===== src/rtl/polar_to_cartesian_pipe.sv =====
// Two-stage handshaked polar-to-cartesian converter: x = r*cos(15k), y = r*sin(15k).
// Stage 1 decodes the angle index into sine-table indices and signs; stage 2 scales and signs.
module polar_to_cartesian_pipe #(
  parameter int unsigned R_WIDTH     = 8,
  parameter int unsigned THETA_WIDTH = 4,
  parameter bit          FULL_CIRCLE = 1'b0,
  parameter bit          ROUND       = 1'b0
) (
  input  logic                      clock,
  input  logic                      reset,
  input  logic                      in_valid,
  output logic                      in_ready,
  input  logic [R_WIDTH-1:0]        in_r,
  input  logic [THETA_WIDTH-1:0]    in_theta,
  output logic                      out_valid,
  input  logic                      out_ready,
  output logic signed [R_WIDTH:0]   out_x,
  output logic signed [R_WIDTH:0]   out_y,
  output logic                      out_err
);

  localparam int unsigned PW   = R_WIDTH + 9;
  localparam int unsigned KMax = FULL_CIRCLE ? 23 : 12;

  // round(256*sin(15i deg)), 8 fractional bits
  function automatic logic [8:0] sin_lut(input logic [2:0] idx);
    case (idx)
      3'd0:    sin_lut = 9'd0;
      3'd1:    sin_lut = 9'd66;
      3'd2:    sin_lut = 9'd128;
      3'd3:    sin_lut = 9'd181;
      3'd4:    sin_lut = 9'd222;
      3'd5:    sin_lut = 9'd247;
      3'd6:    sin_lut = 9'd256;
      default: sin_lut = 9'd0;
    endcase
  endfunction

  logic adv;
  assign adv      = !out_valid || out_ready;
  assign in_ready = adv;

  // Stage 1 decode
  int unsigned k;
  logic [2:0]  dec_xi, dec_yi;
  logic        dec_xneg, dec_yneg, dec_err;

  always_comb begin
    k        = 32'(in_theta);
    dec_xi   = 3'd0;
    dec_yi   = 3'd0;
    dec_xneg = 1'b0;
    dec_yneg = 1'b0;
    dec_err  = 1'b0;
    // Out-of-range angles select S[0]=0 with positive signs, so stage 2 emits +0 naturally.
    if (k > KMax) begin
      dec_err = 1'b1;
    end else if (k <= 6) begin
      dec_xi = 3'(6 - k);
      dec_yi = 3'(k);
    end else if (k <= 12) begin
      dec_xi   = 3'(k - 6);
      dec_yi   = 3'(12 - k);
      dec_xneg = 1'b1;
    end else if (k <= 18) begin
      dec_xi   = 3'(18 - k);
      dec_yi   = 3'(k - 12);
      dec_xneg = 1'b1;
      dec_yneg = 1'b1;
    end else begin
      dec_xi   = 3'(k - 18);
      dec_yi   = 3'(24 - k);
      dec_yneg = 1'b1;
    end
  end

  logic               s1_valid;
  logic [R_WIDTH-1:0] s1_r;
  logic [2:0]         s1_xi, s1_yi;
  logic               s1_xneg, s1_yneg, s1_err;

  always_ff @(posedge clock or posedge reset) begin
    if (reset) begin
      s1_valid <= 1'b0;
      s1_r     <= '0;
      s1_xi    <= 3'd0;
      s1_yi    <= 3'd0;
      s1_xneg  <= 1'b0;
      s1_yneg  <= 1'b0;
      s1_err   <= 1'b0;
    end else if (adv) begin
      s1_valid <= in_valid;
      if (in_valid) begin
        s1_r    <= in_r;
        s1_xi   <= dec_xi;
        s1_yi   <= dec_yi;
        s1_xneg <= dec_xneg;
        s1_yneg <= dec_yneg;
        s1_err  <= dec_err;
      end
    end
  end

  // Stage 2 scale, round and sign
  logic [PW-1:0]         prod_x, prod_y;
  logic [R_WIDTH:0]      mag_x, mag_y;
  logic signed [R_WIDTH:0] res_x, res_y;

  always_comb begin
    prod_x = PW'(s1_r) * PW'(sin_lut(s1_xi)) + PW'(ROUND ? 128 : 0);
    prod_y = PW'(s1_r) * PW'(sin_lut(s1_yi)) + PW'(ROUND ? 128 : 0);
    // Magnitude never exceeds r, so the top bit of mag is always clear.
    mag_x  = (R_WIDTH + 1)'(prod_x >> 8);
    mag_y  = (R_WIDTH + 1)'(prod_y >> 8);
    res_x  = s1_xneg ? -mag_x : mag_x;
    res_y  = s1_yneg ? -mag_y : mag_y;
  end

  always_ff @(posedge clock or posedge reset) begin
    if (reset) begin
      out_valid <= 1'b0;
      out_x     <= '0;
      out_y     <= '0;
      out_err   <= 1'b0;
    end else if (adv) begin
      out_valid <= s1_valid;
      if (s1_valid) begin
        out_x   <= res_x;
        out_y   <= res_y;
        out_err <= s1_err;
      end
    end
  end

endmodule


===== config.mk =====
export PLATFORM = sky130hd
export DESIGN_NAME = polar_to_cartesian_pipe
export DESIGN_NICKNAME = d
export VERILOG_FILES = /design/src/rtl/polar_to_cartesian_pipe.sv
export SDC_FILE = /design/constraint.sdc
export NUM_CORES = 1
export LEC_CHECK = 0
export BUFFER_PORTS_ARGS = -buffer_cell sky130_fd_sc_hd__buf_4
export CAP_MARGIN = 20
export CORE_MARGIN = 3
export CORE_UTILIZATION = 64
export DETAILED_ROUTE_END_ITERATION = 7
export PLACE_DENSITY = 0.91
export SLEW_MARGIN = 10
export SYNTH_ARGS = -nofsm -noshare
export SYNTH_HDL_FRONTEND = slang
export SYNTH_SLANG_ARGS = --single-unit
export TNS_END_PERCENT = 30

===== constraint.sdc =====
create_clock -name clock -period 6.72 [get_ports clock]
set_clock_uncertainty 0.05 [all_clocks]
set_input_delay 0.336 -clock clock [delete_from_list [all_inputs] [get_ports clock]]
set_output_delay 0.336 -clock clock [all_outputs]
set_load 0.005 [all_outputs]

==> results.md <==
* Status: finished, final reports clean
* Crit. End Element: flop
* Grt total ovfl at 0
* H-tree depth at 2
* Reg2Reg Depth at 21
* Crit-path cells: inv_1 > ha_1 > a21boi_1 > o221a_4 > nand2_1 > fa_1 > fa_1 > inv_1 > fa_1 > fa_1 > ha_1 > a2111oi_2 > a21boi_2 > o21ai_0 > xnor2_1 > ha_1 > nand3b_1 > mux2_4 > o41ai_2 > xnor2_1 > o21ai_1
* Reg-to-reg setup timing slack at 0.28 ns
* Critical Path Stages at 21
* Final Instance Area at 0.00706 mm^2
* Crit path from: s1_xi[1]
* Post-route minimum period at 6.44 ns
* FFs w/ async S/R, synth at 100%
* Most common cell after layout, fill and taps aside: inv_1
* CTS tree: built
* Synth area leaders: fa_1 25%, ha_1 14%, dfrtp_1 14%, inv_1 7.7%, and2_1 4.6%
* Drt total wl at 15300 um
* Period Utilization, post-route at 95.8%
* Commonest cells after routing, fill and taps aside: 135 x inv_1, 82 x fa_1, 80 x nand2_1
* Slew of the pin with the lowest slew margin at 0.698 ns
* Final setup fails at 0
* Chip width at 107 um
* Vias at 5283
* Clock buffer count from CTS at 5
* Total die area at 0.0115 mm^2
* CP Max Fanout at 10
* Antenna diode count at 0
* Register area share after synthesis at 14.1%
* Post-synthesis instance total at 744
* Avg Synthesized Cell Area at 8.83 um^2
* Core area at 0.00986 mm^2
* Post-synth EDFFs at 0
* R2r endpoint: out_x[8]
* Final #Nets at 941
* Synth unique cells at 67
* Post-synth top area cell: fa_1
* Die span in y at 107 um
* Worst Setup Start Kind: flop
* DRT Pass-1 Iters at 5
* Reg clk slew, reported paths at 0.09 ns
* Top cell type's share of synthesized area at 25.0%
* Drt via density at 5.86
* Port Buffers at 36
* Req. time, crit path at 6.83 ns
* CP bufs+invs at 2
* Hold buffers post-CTS at 0
* Ports at 37
* Root buffer cell: clkbuf_8
* Detailed Place HPWL at 12500 um
* Max Slew Vio Count at 0
* Largest net degree at the start of global routing at 39
* CTS Buffer Depth at 2
* RePlAce Congestion at 0.933
* Share of layout cells above drive strength 1 at 10.9%
* CTS sink count at 37
* FP Rows at 36
* Total GRT Usage at 29.0%
* CP most frequent cell: fa_1
* Reg-to-reg startpoint: s1_xi[1]
* Worst stage delay on the critical path at 0.55 ns
* Crit Path Category: flop to flop
* Synthesis Warnings at 0
* Crit path max-delay cell type: fa_1
* Syn_nets at 917
* Area after DPL at 0.00692 mm^2
* Post-synthesis register bit count at 37
* Fmax at 155 MHz
* Clock Latency Late Sink at 0.31 ns
* WP data arrival at 6.55 ns
* Cell Area, Synth at 0.00657 mm^2
* Max transition margin at 53.4%
* Post-route ant nets at 0
* Hold violation total from the final report at 0
* # DRC at 0
* Synthesis-to-layout area growth at 7.43%
* First DRT Iteration DRCs at 384
* Initial antenna violation count at 0
* HP Class: input port to async pin
* First-pass GRT wire length at 26800 um
* Max Cap Viol at 0
* Routed WL per cell at 16.9 um
* Number of global-route vias before repair at 5703
* Top delay family on crit path: adder cells
* Critical Path Sink: out_x[8]
* Ys flop type: dfrtp_1
* Starting Density at 66.6%
worst min path at each step:
stage,slack [ns],to,startpoint
floorplan,0.39,out_valid,s1_valid
global placement,0.40,out_valid,s1_valid
detailed placement,0.41,out_valid,s1_valid
CTS,0.12,out_valid,reset
global route,0.13,out_y[8],reset
finish,0.11,out_valid,reset
Yosys cell counts (all sizes together), types with 2 or more instances:
master     n
a2111o     5
a2111oi    2
a211oi     3
a21boi     4
a21o       7
a21oi     16
a31o       2
a31oi      5
and2      48
and3       9
and3b      3
buf        6
clkbuf    24
dfrtp     37
fa        82
ha        75
inv      135
mux2      12
mux2i      4
nand2     80
nand2b     9
nand3     13
nand3b     2
nand4      6
nor2      25
nor2b     12
nor3      14
nor3b      4
nor4       2
nor4b      2
o2111ai    2
o21ai     36
o21bai     2
o22ai      2
o31ai      5
o41ai      2
or4        2
xnor2     14
xor2      16
worst register-to-register path, stage by stage (launching register included):
cell and delay [ns]:
dfrtp_1 0.46, inv_1 0.15, ha_1 0.20, a21boi_1 0.23
o221a_4 0.30, nand2_1 0.14, fa_1 0.53, fa_1 0.55
inv_1 0.05, fa_1 0.50, fa_1 0.49, ha_1 0.35
a2111oi_2 0.35, a21boi_2 0.24, o21ai_0 0.12, xnor2_1 0.28
ha_1 0.26, nand3b_1 0.11, mux2_4 0.31, o41ai_2 0.38
xnor2_1 0.18, o21ai_1 0.09
sequential cells by signal (all words and copies together) (netlist names):
register and cells:
out_err 1, s1_xneg 1, out_y 9, s1_err 1, s1_yi 2, out_x 9, out_valid 1, s1_r 8
s1_yneg 1, s1_xi 3, s1_valid 1
final cells by class:
type	instances	area, um^2
Clock inverter	3	25.0
Tap cell	133	166
Multi-Input combinational cell	542	5000
Sequential cell	37	926
Clock buffer	5	68.8
Timing Repair Buffer	47	360
Inverter	135	507
Fill cell	719	2810
through the flow:
step | setup slack, ns | TNS [ns] | cells | hold slack [ns] | util [%]
after floorplan | 0.616 | 0 | 744 | 0.386 | -
after global placement | 0.457 | 0 | 890 | 0.402 | 70.1
after detailed placement | 0.112 | 0 | 890 | 0.410 | 70.1
after CTS | 0.0909 | 0 | 898 | 0.116 | 71.1
after global routing | -0.0242 | -0.0242 | 902 | 0.131 | 71.5
final | 0.282 | 0 | 902 | 0.105 | 71.5
repair_timing:
item | in CTS | in global routing
setup endpoints to repair | 0 | 3
gates resized for setup | 0 | 3
setup buffers | 0 | 3
layer usage:
metal / GRT usage (%) / vias up / part of all wire (%)
met5: 0 / - / 0
met4: 9.41 / 0 / 2.4
met2: 47.8 / 219 / 48
met1: 39.2 / 2568 / 43
met3: 4.80 / 34 / 6.9
li1: - / 2462 / -
cells by family after synthesis:
logic type                 Yosys count  share of synthesized area [%]
AOI/OAI and AO/OA                  105                           11.5
xor gates and xnor gates            30                           4.00
adders and majority gates          157                           39.3
buffers and inverters              165                           9.83
DFF                                 37                           14.1
muxes                               16                           2.72
and+or+nand+nor                    234                           18.6
Power is left out: the tool's default activity adds up to more than one toggle a clock period on the data nets, which glitch-free logic cannot reach.
